--- src/rtl/imem_loader.sv ---
// Byte-stream program loader: receives length, payload and XOR checksum into a
// small instruction register file and releases the CPU once the image verifies.
module imem_loader #(
    parameter int DEPTH   = 16,
    parameter int MAX_LEN = 16
) (
    input  logic       clk,
    input  logic       reset,
    input  logic       load_start,
    input  logic       in_valid,
    input  logic [7:0] in_data,
    output logic       in_ready,
    input  logic [3:0] pc,
    output logic [7:0] instruction,
    output logic       cpu_run,
    output logic       load_done,
    output logic       load_error,
    output logic [4:0] prog_len
);

    typedef enum logic [2:0] {IDLE, LEN, DATA, SUM, RUN, ERR} state_t;

    localparam logic [7:0] MAX_LEN_B = 8'(MAX_LEN);

    state_t     state, state_next;
    logic [7:0] mem [DEPTH];
    logic [3:0] wptr;
    logic [4:0] len;
    logic [7:0] csum;

    logic xfer, start, len_ok, last_byte, sum_ok;

    assign in_ready    = (state == LEN) || (state == DATA) || (state == SUM);
    assign xfer        = in_valid && in_ready;
    assign start       = load_start && ((state == IDLE) || (state == RUN) || (state == ERR));
    assign len_ok      = (in_data != 8'd0) && (in_data <= MAX_LEN_B);
    assign last_byte   = ({1'b0, wptr} == (len - 5'd1));
    assign sum_ok      = (in_data == csum);
    assign instruction = mem[pc];

    always_ff @(posedge clk or negedge reset) begin
        if (!reset) begin
            state <= IDLE;
        end else begin
            state <= state_next;
        end
    end

    always_comb begin
        state_next = state;
        case (state)
            IDLE, RUN, ERR: begin
                if (load_start) state_next = LEN;
            end
            LEN: begin
                if (xfer) state_next = len_ok ? DATA : ERR;
            end
            DATA: begin
                if (xfer && last_byte) state_next = SUM;
            end
            SUM: begin
                if (xfer) state_next = sum_ok ? RUN : ERR;
            end
            default: state_next = IDLE;
        endcase
    end

    // The last payload byte does not advance wptr, so a full-depth image never wraps it.
    always_ff @(posedge clk or negedge reset) begin
        if (!reset) begin
            for (int i = 0; i < DEPTH; i++) mem[i] <= 8'h00;
            wptr       <= 4'd0;
            len        <= 5'd0;
            csum       <= 8'h00;
            cpu_run    <= 1'b0;
            load_done  <= 1'b0;
            load_error <= 1'b0;
            prog_len   <= 5'd0;
        end else begin
            load_done <= 1'b0;
            cpu_run   <= (state_next == RUN);
            if (start) begin
                for (int i = 0; i < DEPTH; i++) mem[i] <= 8'h00;
                wptr       <= 4'd0;
                len        <= 5'd0;
                csum       <= 8'h00;
                load_error <= 1'b0;
                prog_len   <= 5'd0;
            end else begin
                if (state_next == ERR) load_error <= 1'b1;
                case (state)
                    LEN: begin
                        if (xfer && len_ok) len <= in_data[4:0];
                    end
                    DATA: begin
                        if (xfer) begin
                            mem[wptr] <= in_data;
                            csum      <= csum ^ in_data;
                            if (!last_byte) wptr <= wptr + 4'd1;
                        end
                    end
                    SUM: begin
                        if (xfer && sum_ok) begin
                            prog_len  <= len;
                            load_done <= 1'b1;
                        end
                    end
                    default: ;
                endcase
            end
        end
    end

endmodule

--- config.mk ---
export PLATFORM = sky130hd
export DESIGN_NAME = imem_loader
export DESIGN_NICKNAME = d
export VERILOG_FILES = /design/src/rtl/imem_loader.sv
export SDC_FILE = /design/constraint.sdc
export NUM_CORES = 1
export LEC_CHECK = 0
export ABC_AREA = 1
export CAP_MARGIN = 20
export CORE_ASPECT_RATIO = 0.75
export CORE_UTILIZATION = 45
export DETAILED_ROUTE_END_ITERATION = 16
export DONT_BUFFER_PORTS = 1
export PLACE_DENSITY = 0.71
export SYNTH_ARGS = -nofsm -noshare
export SYNTH_HDL_FRONTEND = slang
export SYNTH_SLANG_ARGS = --single-unit
--- constraint.sdc ---
create_clock -name clk -period 2 [get_ports clk]
set_clock_uncertainty 0.15 [all_clocks]
set_input_delay 0.4 -clock clk [delete_from_list [all_inputs] [get_ports clk]]
set_output_delay 0.4 -clock clk [all_outputs]
set_load 0.05 [all_outputs]
**Word level (Yosys, flattened, before mapping)**

Cells that the tools add are included.

- Logic and storage cells: 102
- Bits in registers: 156

- Reductions and logical operators: 25
- Order comparisons: 4
- $add $sub $neg: 2
- Multiplexer cells: 34
- Bitwise operators: 3
- Eq/ne operators: 10

Operators with widths:

| cell | number |
|---|---|
| $mux W128 | 3 |
| $bwmux W128 | 1 |
| $mux W8 | 6 |
| $bmux W8 S4 | 1 |
| $demux W8 S4 | 1 |
| $mux W5 | 6 |
| $mux W4 | 4 |
| $mux W3 | 5 |
| $reduce_bool A2 Y1 | 7 |
| $eq A3 B3 Y1 const B | 4 |
| $pmux W3 S4 | 1 |
| $ge A5 B5 Y1 const B | 2 |
| $not A4 Y5 | 2 |
| $eq A8 B8 Y1 | 1 |
| $le A8 B5 Y1 const B | 1 |
| $reduce_bool A8 Y1 | 1 |
| $xor A8 B8 Y8 | 1 |
| $logic_and A1 B1 Y1 | 7 |
| $eq A3 B2 Y1 const B | 2 |
| $mux W1 | 6 |
| $reduce_and A2 Y1 | 3 |
| $eq A4 B5 Y1 | 1 |
| $lt A5 B1 Y1 const B | 1 |
| $sub A5 B1 Y5 const B | 1 |
| other kinds (7) | 10 |

**Longest topological paths before layout**

- Depth after elaboration: 10
- Mapped depth: 13
- Gate-level depth less buffers: 13

**Least setup slack after synthesis**

No wires, ideal clock.

- Path type: input to output
- Start: input pc[1]
- End: output instruction[2]
- Arrival: 2.292 ns
- Slack: -0.842 ns
- Cell stages on the path: 6
- Data required time: 1.450 ns
- Path buffers: 2
- Cell sequence: clkbuf_1 -> clkbuf_1 -> inv_1 -> o21ai_0 -> o22ai_1 -> o21ai_0

- Word-level cells in the longest chain between the ends: 4

Ends and longest elaborated chain:

| element | line | text |
|---|---|---|
| start, declared | 13 | `input logic [3:0] pc,` |
| $not A4 Y5 (not written as such) | 39 | `assign instruction = mem[pc];` |
| $bmux W8 S4 | 39 |  |
| $mux W8 (not written as such) (2 in a row) | 39 |  |
| end, declared | 14 | `output logic [7:0] instruction,` |

Every way passes these cells. The select of a mux whose other input is x is not followed.

**Final worst setup path**

- Start: register mem[92] in the netlist's numbering
- End: output instruction[4]

- Word-level cells in the longest chain between the ends: 3

Ends and longest elaborated chain:

| element | line | text |
|---|---|---|
| start, declared | 26 | `logic [7:0] mem [DEPTH];` |
| start signal, assigned by index | 97 | `mem[wptr] <= in_data;` |
| $bmux W8 S4 | 39 |  |
| $mux W8 (not written as such) (2 in a row) | 39 |  |

Every way passes these cells. The select of a mux whose other input is x is not followed.

==> metrics.txt <==
Power per Cell Area roughly 930 nW/um2; most common cell in the netlist dfrtp_1; final hold slack -0.484 ns; # port buffers 0; num ports 33; Detailed Routing Iterations Pass 1 5; Critical R2R Capture wptr[2]$_DFFE_PN0P_; violated checks hold timing, setup timing; Worst Setup Path Type register to output port; Post-DP HPWL 12300 um; delay-heaviest family, CP compound AO/OA/AOI/OAI gates; Post-synth EDFFs 0; Max stage delay cell, worst path dfrtp_1; setup ws final -0.149 ns; vias post-DR 6395; ranking of synthesized cells by area dfrtp_1 (52%), o21ai_0 (7.9%), o22ai_1 (6.0%); setup_tns -0.712 ns; Hold Path Class input port to async pin; Final setup viols 8; Starting Density 0.463; ys flop type dfrtp_1; Final Max Tran Viols 0; Fmax achieved approximately 470 MHz; DRT antenna net count 0; TritonCTS buffer count 17; Worst R2R Setup Slack 0.12 ns; R2R depth 11; Die Span Y roughly 110 um; Post-Layout Inst Area 8860 um2; ys async rst share 1.00; share of the synthesized area in the top cell type 0.523; final WL about 20000 um; pin count of the biggest net entering global routing 157; via-per-instance ratio 5.80; average size of a mapped cell around 8.6 um2; worst endpoint required time 1.45 ns; critical path cell sequence o21ai_0, nand2_1, o221ai_2, nand2_4; core footprint approximately 16000 um2; Clock Pin Slew Worst Setup and Hold Paths 0.06 ns; hold buffers post-CTS 1; initial antenna violation count 0; Die X-Extent 151 um; maximum fanout along the worst path 2; post-synthesis sequential area ratio 0.523; Area after DPL 7850 um2; detailed-route DRC error count 0; number of max-cap violations 0; area leader, netlist dfrtp_1; Netlist Area Pre-Place 7460 um2; fin crit share 1.07; CTS tree done; Area Growth Syn to Fin 18.8%; DR WL/cell 18.2 um; Max rail drop VDD 0.000759 V; die area 17100 um2; cell count after synthesis 867; Arrival @ worst endpoint around 1.6 ns; initial drt markers between 600 and 700; Worst Tran Pin Value 0.504 ns; Final Critical Period around 2.1 ns; CTS H-tree lvls 4; Placer Congestion about 0.81; nets 902; Final Hold Viols 156; clk sink count 156; kind of end point of the critical path output port; Tot Pwr roughly 8.2 mW; Startpoint Class register; #FFs+latches synth 156; insertion delay to the later sink of the worst-skew pair around 0.43 ns; LEAKAGE 3.92 nW; GRT Overall Usage 0.246; RSZ-0062 raised after global routing yes; share of layout cells above drive strength 1 0.200; Netlist cell types 29; grt ovf 0; status complete, but fails checks; vias in the first global route 5942; critical path buffer and inverter count 0; crit-path max cell delay 0.38 ns; top cells by instance count after synthesis dfrtp_1 (156), o21ai_0 (118), nand2_1 (113); first-pass GRT wire length 32100 um; Row Count 40; YS warnings 0; # diodes 0; Post-Synthesis Net Count 888; Place WS 0.0733 ns; Reg-to-Reg Start len[1]$_DFFE_PN0P_; CTS root buf clkbuf_16; slew margin rel. 0.663; CTS max path bufs 2
-- sequential cells by signal, indices dropped and copies added (netlist names) --
| signal | count |
|---|---|
| load_done | 1 |
| cpu_run | 1 |
| csum | 8 |
| state | 3 |
| prog_len | 5 |
| load_error | 1 |
| len | 5 |
| mem | 128 |
| wptr | 4 |
-- layout make-up --
type | instances | area [um2]
multi-input combinational | 552 | 3290
sequential | 156 | 3900
fill | 1434 | 7250
inverter | 102 | 383
timing repair buffer | 52 | 455
clock buffer | 22 | 474
clock inverter | 8 | 92.6
tap | 210 | 263
-- power breakdown --
group / internal (mW) / switching [mW] / total, mW / leakage [nW]
Clock: 1.91 / 1.23 / 3.14 / 0.281
Combinational: 0.523 / 1.18 / 1.71 / 1.47
Sequential: 3.24 / 0.148 / 3.39 / 2.17
-- worst max path at each step --
stage	from	cells past startpoint	end	slack, ns
detailed placement	pc[0]	5	instruction[2]	0.07
global placement	pc[0]	5	instruction[2]	0.07
CTS	mem[12]$_DFFE_PN0P_	6	instruction[4]	-0.19
global route	mem[77]$_DFFE_PN0P_	7	instruction[5]	-0.22
floorplan	pc[1]	6	instruction[2]	-0.01
finish	mem[92]$_DFFE_PN0P_	4	instruction[4]	-0.15
-- routing by layer --
layer  vias to the layer above  wire (um)  part of all wire  track usage
met2                       220       9000              0.45        0.362
met4                         0        364             0.018       0.0860
li1                       3053          -                 -            -
met3                        31       1520             0.076       0.0540
met1                      3091       9180              0.46        0.359
met5                         -          0                 0            0
-- per-stage QoR --
| stage | std cells | utilization | hold slack, ns |
|---|---|---|---|
| floorplan | 867 | - | -0.0456 |
| global placement | 1057 | 0.487 | -0.0419 |
| detailed placement | 1057 | 0.487 | -0.0419 |
| CTS | 1090 | 0.534 | -0.497 |
| global route | 1102 | 0.550 | -0.499 |
| finish | 1102 | 0.550 | -0.484 |
-- cells by family (layout without fill, tap and decap cells) --
kind of cell / count (synthesis) / in the layout / share of synthesized area
compound gates: 298 / 298 / 0.220
simple gates: 245 / 245 / 0.159
buf+inv: 159 / 184 / 0.0845
flops: 156 / 156 / 0.523
fa+ha+maj: 5 / 5 / 0.00838
xor+xnor: 4 / 4 / 0.00470
-- placed cells by master (no fill, tap or decap), types with 2 or more instances in the layout --
master     synthesis  routed
nand4_2            2       2
a21oi_1           69      51
xnor2_1            2       2
o22ai_1           71      70
nand2_1          113      98
ha_1               5       4
buf_12             0       5
nor2_1            22      19
o221ai_2           0      10
clkbuf_16          0      17
nand4_4            4       4
nand2_2            3      11
clkinv_2           0       5
o221ai_4           0       5
nor2_4             2       2
xor2_1             2       2
inv_2              4      22
bufinv_16          0       2
clkbuf_8           0       3
nand4_1           12      12
a31oi_1            2       2
buf_4              0      46
o21ai_1           21      39
o21ai_0          118      89
nand3_1           82      82
nor2_2             0       3
clkbuf_1          33       2
inv_1             98      80
nand2_4            0       7
nor3_1             3       3
dfrtp_1          156     156
a21oi_2            0      17
o21ai_2            0      10
-- repair_timing --
item	in CTS	in global routing
pin swaps	13	35
hold endpoints to repair	158	156
endpoints found under the setup margin	8	19
buffers inserted	2	12
gates resized for setup	43	72
Note: power is estimated with default switching activity, not from simulation.
